**src/rtl/uart_rx_axis_fifo.sv**
```systemverilog
// FWFT receive FIFO between a non-stallable UART RX byte stream and an AXI-Stream master.
// Optional statistics counters (err_count, drop_count) are built when UART_RX_FIFO_STATS_EN is defined.
module uart_rx_axis_fifo #(
    parameter int DEPTH        = 16,
    parameter int DROP_ERRORED = 1
) (
    input  logic                     aclk,
    input  logic                     areset,
    input  logic [7:0]               s_tdata,
    input  logic                     s_tuser,
    input  logic                     s_tvalid,
    output logic [7:0]               m_tdata,
    output logic                     m_tuser,
    output logic                     m_tvalid,
    input  logic                     m_tready,
    output logic [$clog2(DEPTH):0]   fill_level,
    output logic                     overflow,
    input  logic                     overflow_clr,
    output logic [15:0]              err_count,
    output logic [15:0]              drop_count
);
    localparam int AW = $clog2(DEPTH);

    logic [8:0]  mem [DEPTH];
    logic [AW:0] wr_ptr;
    logic [AW:0] rd_ptr;
    logic        empty;
    logic        full;
    logic        pop;
    logic        accept;
    logic        push;
    logic        ovf_drop;

    assign empty    = (wr_ptr == rd_ptr);
    assign full     = (wr_ptr[AW] != rd_ptr[AW]) && (wr_ptr[AW-1:0] == rd_ptr[AW-1:0]);
    assign m_tvalid = !empty;
    assign {m_tuser, m_tdata} = mem[rd_ptr[AW-1:0]];

    assign pop      = m_tvalid && m_tready;
    assign accept   = s_tvalid && !(s_tuser && (DROP_ERRORED != 0));
    // A full FIFO still takes the byte when the head leaves in the same cycle.
    assign push     = accept && (!full || pop);
    assign ovf_drop = accept && full && !pop;

    always_ff @(posedge aclk) begin
        if (push) begin
            mem[wr_ptr[AW-1:0]] <= {s_tuser, s_tdata};
        end
    end

    always_ff @(posedge aclk) begin
        if (areset) begin
            wr_ptr     <= '0;
            rd_ptr     <= '0;
            fill_level <= '0;
            overflow   <= 1'b0;
        end else begin
            if (push) begin
                wr_ptr <= wr_ptr + 1'b1;
            end
            if (pop) begin
                rd_ptr <= rd_ptr + 1'b1;
            end
            if (push && !pop) begin
                fill_level <= fill_level + 1'b1;
            end else if (pop && !push) begin
                fill_level <= fill_level - 1'b1;
            end
            // Set has priority over a coincident clear.
            if (ovf_drop) begin
                overflow <= 1'b1;
            end else if (overflow_clr) begin
                overflow <= 1'b0;
            end
        end
    end

`ifdef UART_RX_FIFO_STATS_EN
    always_ff @(posedge aclk) begin
        if (areset) begin
            err_count  <= '0;
            drop_count <= '0;
        end else begin
            if (s_tvalid && s_tuser && (err_count != 16'hFFFF)) begin
                err_count <= err_count + 16'd1;
            end
            if (ovf_drop && (drop_count != 16'hFFFF)) begin
                drop_count <= drop_count + 16'd1;
            end
        end
    end
`else
    assign err_count  = 16'd0;
    assign drop_count = 16'd0;
`endif

endmodule

```
**config.mk**
```make
export PLATFORM = sky130hd
export DESIGN_NAME = uart_rx_axis_fifo
export DESIGN_NICKNAME = d
export VERILOG_FILES = /design/src/rtl/uart_rx_axis_fifo.sv
export SDC_FILE = /design/constraint.sdc
export NUM_CORES = 1
export LEC_CHECK = 0
export CORE_ASPECT_RATIO = 0.8
export CORE_MARGIN = 3
export CORE_UTILIZATION = 53
export DETAILED_ROUTE_END_ITERATION = 8
export PLACE_DENSITY = 0.74
export SYNTH_ARGS = -nofsm -noshare
export SYNTH_HDL_FRONTEND = slang
export SYNTH_SLANG_ARGS = --single-unit
```
**constraint.sdc**
```tcl
create_clock -name aclk -period 7.5 [get_ports aclk]
set_input_delay 1.125 -clock aclk [delete_from_list [all_inputs] [get_ports aclk]]
set_output_delay 1.125 -clock aclk [all_outputs]
set_load 0.005 [all_outputs]
```
==> impl_metrics.ini <==
[pwr]
peakVddDrop_v = 0.000173
p_clk_share_pct = 39.4
p_leak_nw = 2.70
combPwrFrac_pct = 13.2
power_density_nw_per_um2 = 282
switchingPower_w = 0.000496
switching_share_pct = 22.2
power.internal_w = 0.00174
sequentialPowerShare_pct = 47.4

[timing]
clock_skew_ns = 0.00680
hold_viol = 0
layout_setup_ws_ns = 3.15
grt_setup_unrepaired = no
tns_ns = 0
period_minus_slack_ns = 4.35
whs_ns = 0.520
tightestPinTransition_ns = 1.15
drv_slew = 0
setup_viol = 0
max_freq_mhz = 230
min_period_over_period_pct = 58.0
max_slew_margin_pct = 23.3

[finish]
regArea_um2 = 4730
areaGrowthSynthToFinish_pct = 12.8
final_cell_area_um2 = 7930
diodes = 0
finalCoreUtilization_pct = 63.1
layout-drive-gt1-share_pct = 11.6
multi_input_area_um2 = 2050
fillers = 840
final_nets = 435

[setup_path]
critPathArrivalTime_ns = 3.22
rrSetupSlack_ns = 4.42
r2r_start = wr_ptr[3]$_SDFFE_PP0P_
critPathMaxFanout = 36
critPathMaxStageDelay_ns = 1.09
endpoint_kind = output port
cp-start-kind = flop
reg2reg_to = fill_level[4]$_SDFFE_PP0P_
crit_chain = mux4_1 > mux4_2 > clkdlybuf4s50_1
crit_type = reg -> out
cp_slowest_cell = dfxtp_2
required_ns = 6.38
ff2ff_path_depth = 10

[clock_network]
htree_levels = 4
cts_resized = 0
path_clk_slew_ns = 0.06
cts_root_buf = clkbuf_16
clock_path_buffers = 2
clkLatencyLatePin_ns = 0.42
cts_buffers = 17
cts.hold.buffers_added = 0
post_cts_buffers = 0
cts_num_sinks = 164
cts_tree = built

[place]
dpl.hpwl_um = 8020
dpl_cell_area_um2 = 7330
numPortBuffers = 29
place_ws_ns = 3.22
routabilityCongestion = 0.798

[synthesis]
synth_warnings = 0
syn_inst = 377
syn_avg_cell_area_um2 = 18.6
synth_top_area_cell = edfxtp_1
synth_top_area_share_pct = 61.5
synth.yosys.seq_area_share_pct = 67.2
ys_seq_elements = 164
synth.distinct_cells = 39
synthesis.area_um2 = 7030
synthTopCellsByArea = edfxtp_1 62%, mux4_1 12%, dfxtp_1 5.7%, mux4_2 4.2%, buf_4 3.4%

[die]
core-area_um2 = 12600
dieArea_um2 = 14700
io_pins = 62
dieHeight_um = 109
core.rowCount = 36
die_w_um = 135
initial_core_util_pct = 55.9

[global_routing]
grt_max_degree = 37
grt_usage_pct = 19.6
overflow = 0
grt_pass1_vias = 3385
grt_pass1_wl_um = 20500
antenna_found_initial = 0

[route]
first_pass_iters = 4
routedWlPerCell_um = 22.5
drc = 0
ant_nets = 0
via_count = 3452
routed_wirelength_um = 13400
drt_iter0_markers = 335
viasPerCell = 5.80

[min_path]
hold_path_startpoint = fill_level[3]$_SDFFE_PP0P_
worst_hold_path.endpoint = fill_level[3]$_SDFFE_PP0P_
whs_path_depth = 2
hold_class = reg -> reg

[flow_run]
drv_cap = 0

[outcome]
status = complete, no violations
layer usage:
| layer | part of all wire, % | track usage, % |
|---|---|---|
| met1 | 46 | 28.5 |
| met2 | 47 | 29.5 |
| met3 | 6.3 | 5.21 |
| met4 | 1.2 | 5.96 |
| met5 | 0 | 0 |
logic make-up (layout without fill, tap and decap cells):
group                    after synthesis  in the layout  share of synthesized area [%]
multiplexers                          54             54                           17.5
adder cells (fa/ha/maj)               10             10                           1.89
AND/OR/NAND/NOR                       58             58                           4.42
other                                  1             32                         0.0534
AO/OA/AOI/OAI                         24             24                           2.48
flip-flops                           164            164                           67.2
buffers and inverters                 57             73                           5.27
XOR/XNOR                               9              9                           1.12
worst max path at each step:
stage | depth (start not counted) | startpoint | to
after floorplan | 10 | m_tready | fill_level[4]$_SDFFE_PP0P_
after global placement | 10 | s_tuser | fill_level[4]$_SDFFE_PP0P_
after detailed placement | 10 | s_tuser | fill_level[4]$_SDFFE_PP0P_
after CTS | 3 | flop | m_tdata[6]
after global routing | 3 | flop | m_tdata[0]
final | 3 | flop | m_tdata[6]
layout make-up:
class / count / share of cell area, %
inverter: 10 / 0.474
multi-input combinational: 187 / 25.8
timing repair buffer: 31 / 3.85
sequential: 164 / 59.6
clock buffer: 19 / 5.46
tap: 171 / 2.70
clock inverter: 13 / 2.07
cells in the final DEF (no fill, tap or decap), types with 6 or more instances in the layout:
| cell type | n |
|---|---|
| edfxtp_1 | 144 |
| mux4_1 | 32 |
| conb_1 | 32 |
| clkdlybuf4s50_1 | 29 |
| dfxtp_1 | 19 |
| clkbuf_16 | 17 |
| nor2_1 | 16 |
| and3_1 | 15 |
| mux4_2 | 13 |
| inv_1 | 10 |
| ha_1 | 9 |
| nor2b_1 | 7 |
| xnor2_1 | 6 |
| nand3_1 | 6 |
| mux2_2 | 6 |
metrics by stage:
stage               total power, W  instances
global route               0.00232        595
CTS                        0.00224        595
global placement           0.00136        563
floorplan                  0.00128        408
finish                     0.00223        595
detailed placement         0.00137        563
sequential cells by signal, indices dropped and copies added, names as in the netlist, named ones only:
name	flops
mem	144
fill_level	5
rd_ptr	5
wr_ptr	5
overflow	1
synthesized netlist by cell type:
cell type  number
a21oi_4         1
buf_6           3
and3_1         15
buf_8           1
buf_1           4
mux2i_1         3
nand3_1         6
o21ai_0         5
o311ai_0        3
nor2_1         16
fa_1            1
xnor2_1         6
mux2_2          6
nor2b_1         7
a21o_1          2
dfxtp_1        20
nand2b_1        1
a211o_1         2
buf_4          32
edfxtp_1      144
nor4_1          2
o211ai_1        1
o2111ai_1       1
mux4_1         32
xor2_1          3
nand4_1         2
buf_2           2
inv_1          10
and2_1          1
conb_1          1
ha_1            9
a32oi_1         1
o31ai_1         2
mux4_2         13
and4_1          3
nand2_1         5
a21oi_1         5
a21oi_2         1
clkbuf_1        5
worst max-delay path, delay by kind of cell (launching register included):
kind / cells / cell delay, ns
mux: 2 / 1.26
buf+inv: 1 / 0.46
flops: 1 / 1.09
power groups by stage:
stage               logic [W]  clock network, W  registers (W)
finish               0.000295          0.000880        0.00106
global route         0.000318          0.000935        0.00107
CTS                  0.000296          0.000889        0.00106
detailed placement   0.000293                 0        0.00108
global placement     0.000287                 0        0.00108
floorplan            0.000234                 0        0.00105
Note: power is estimated with default switching activity, not from simulation.
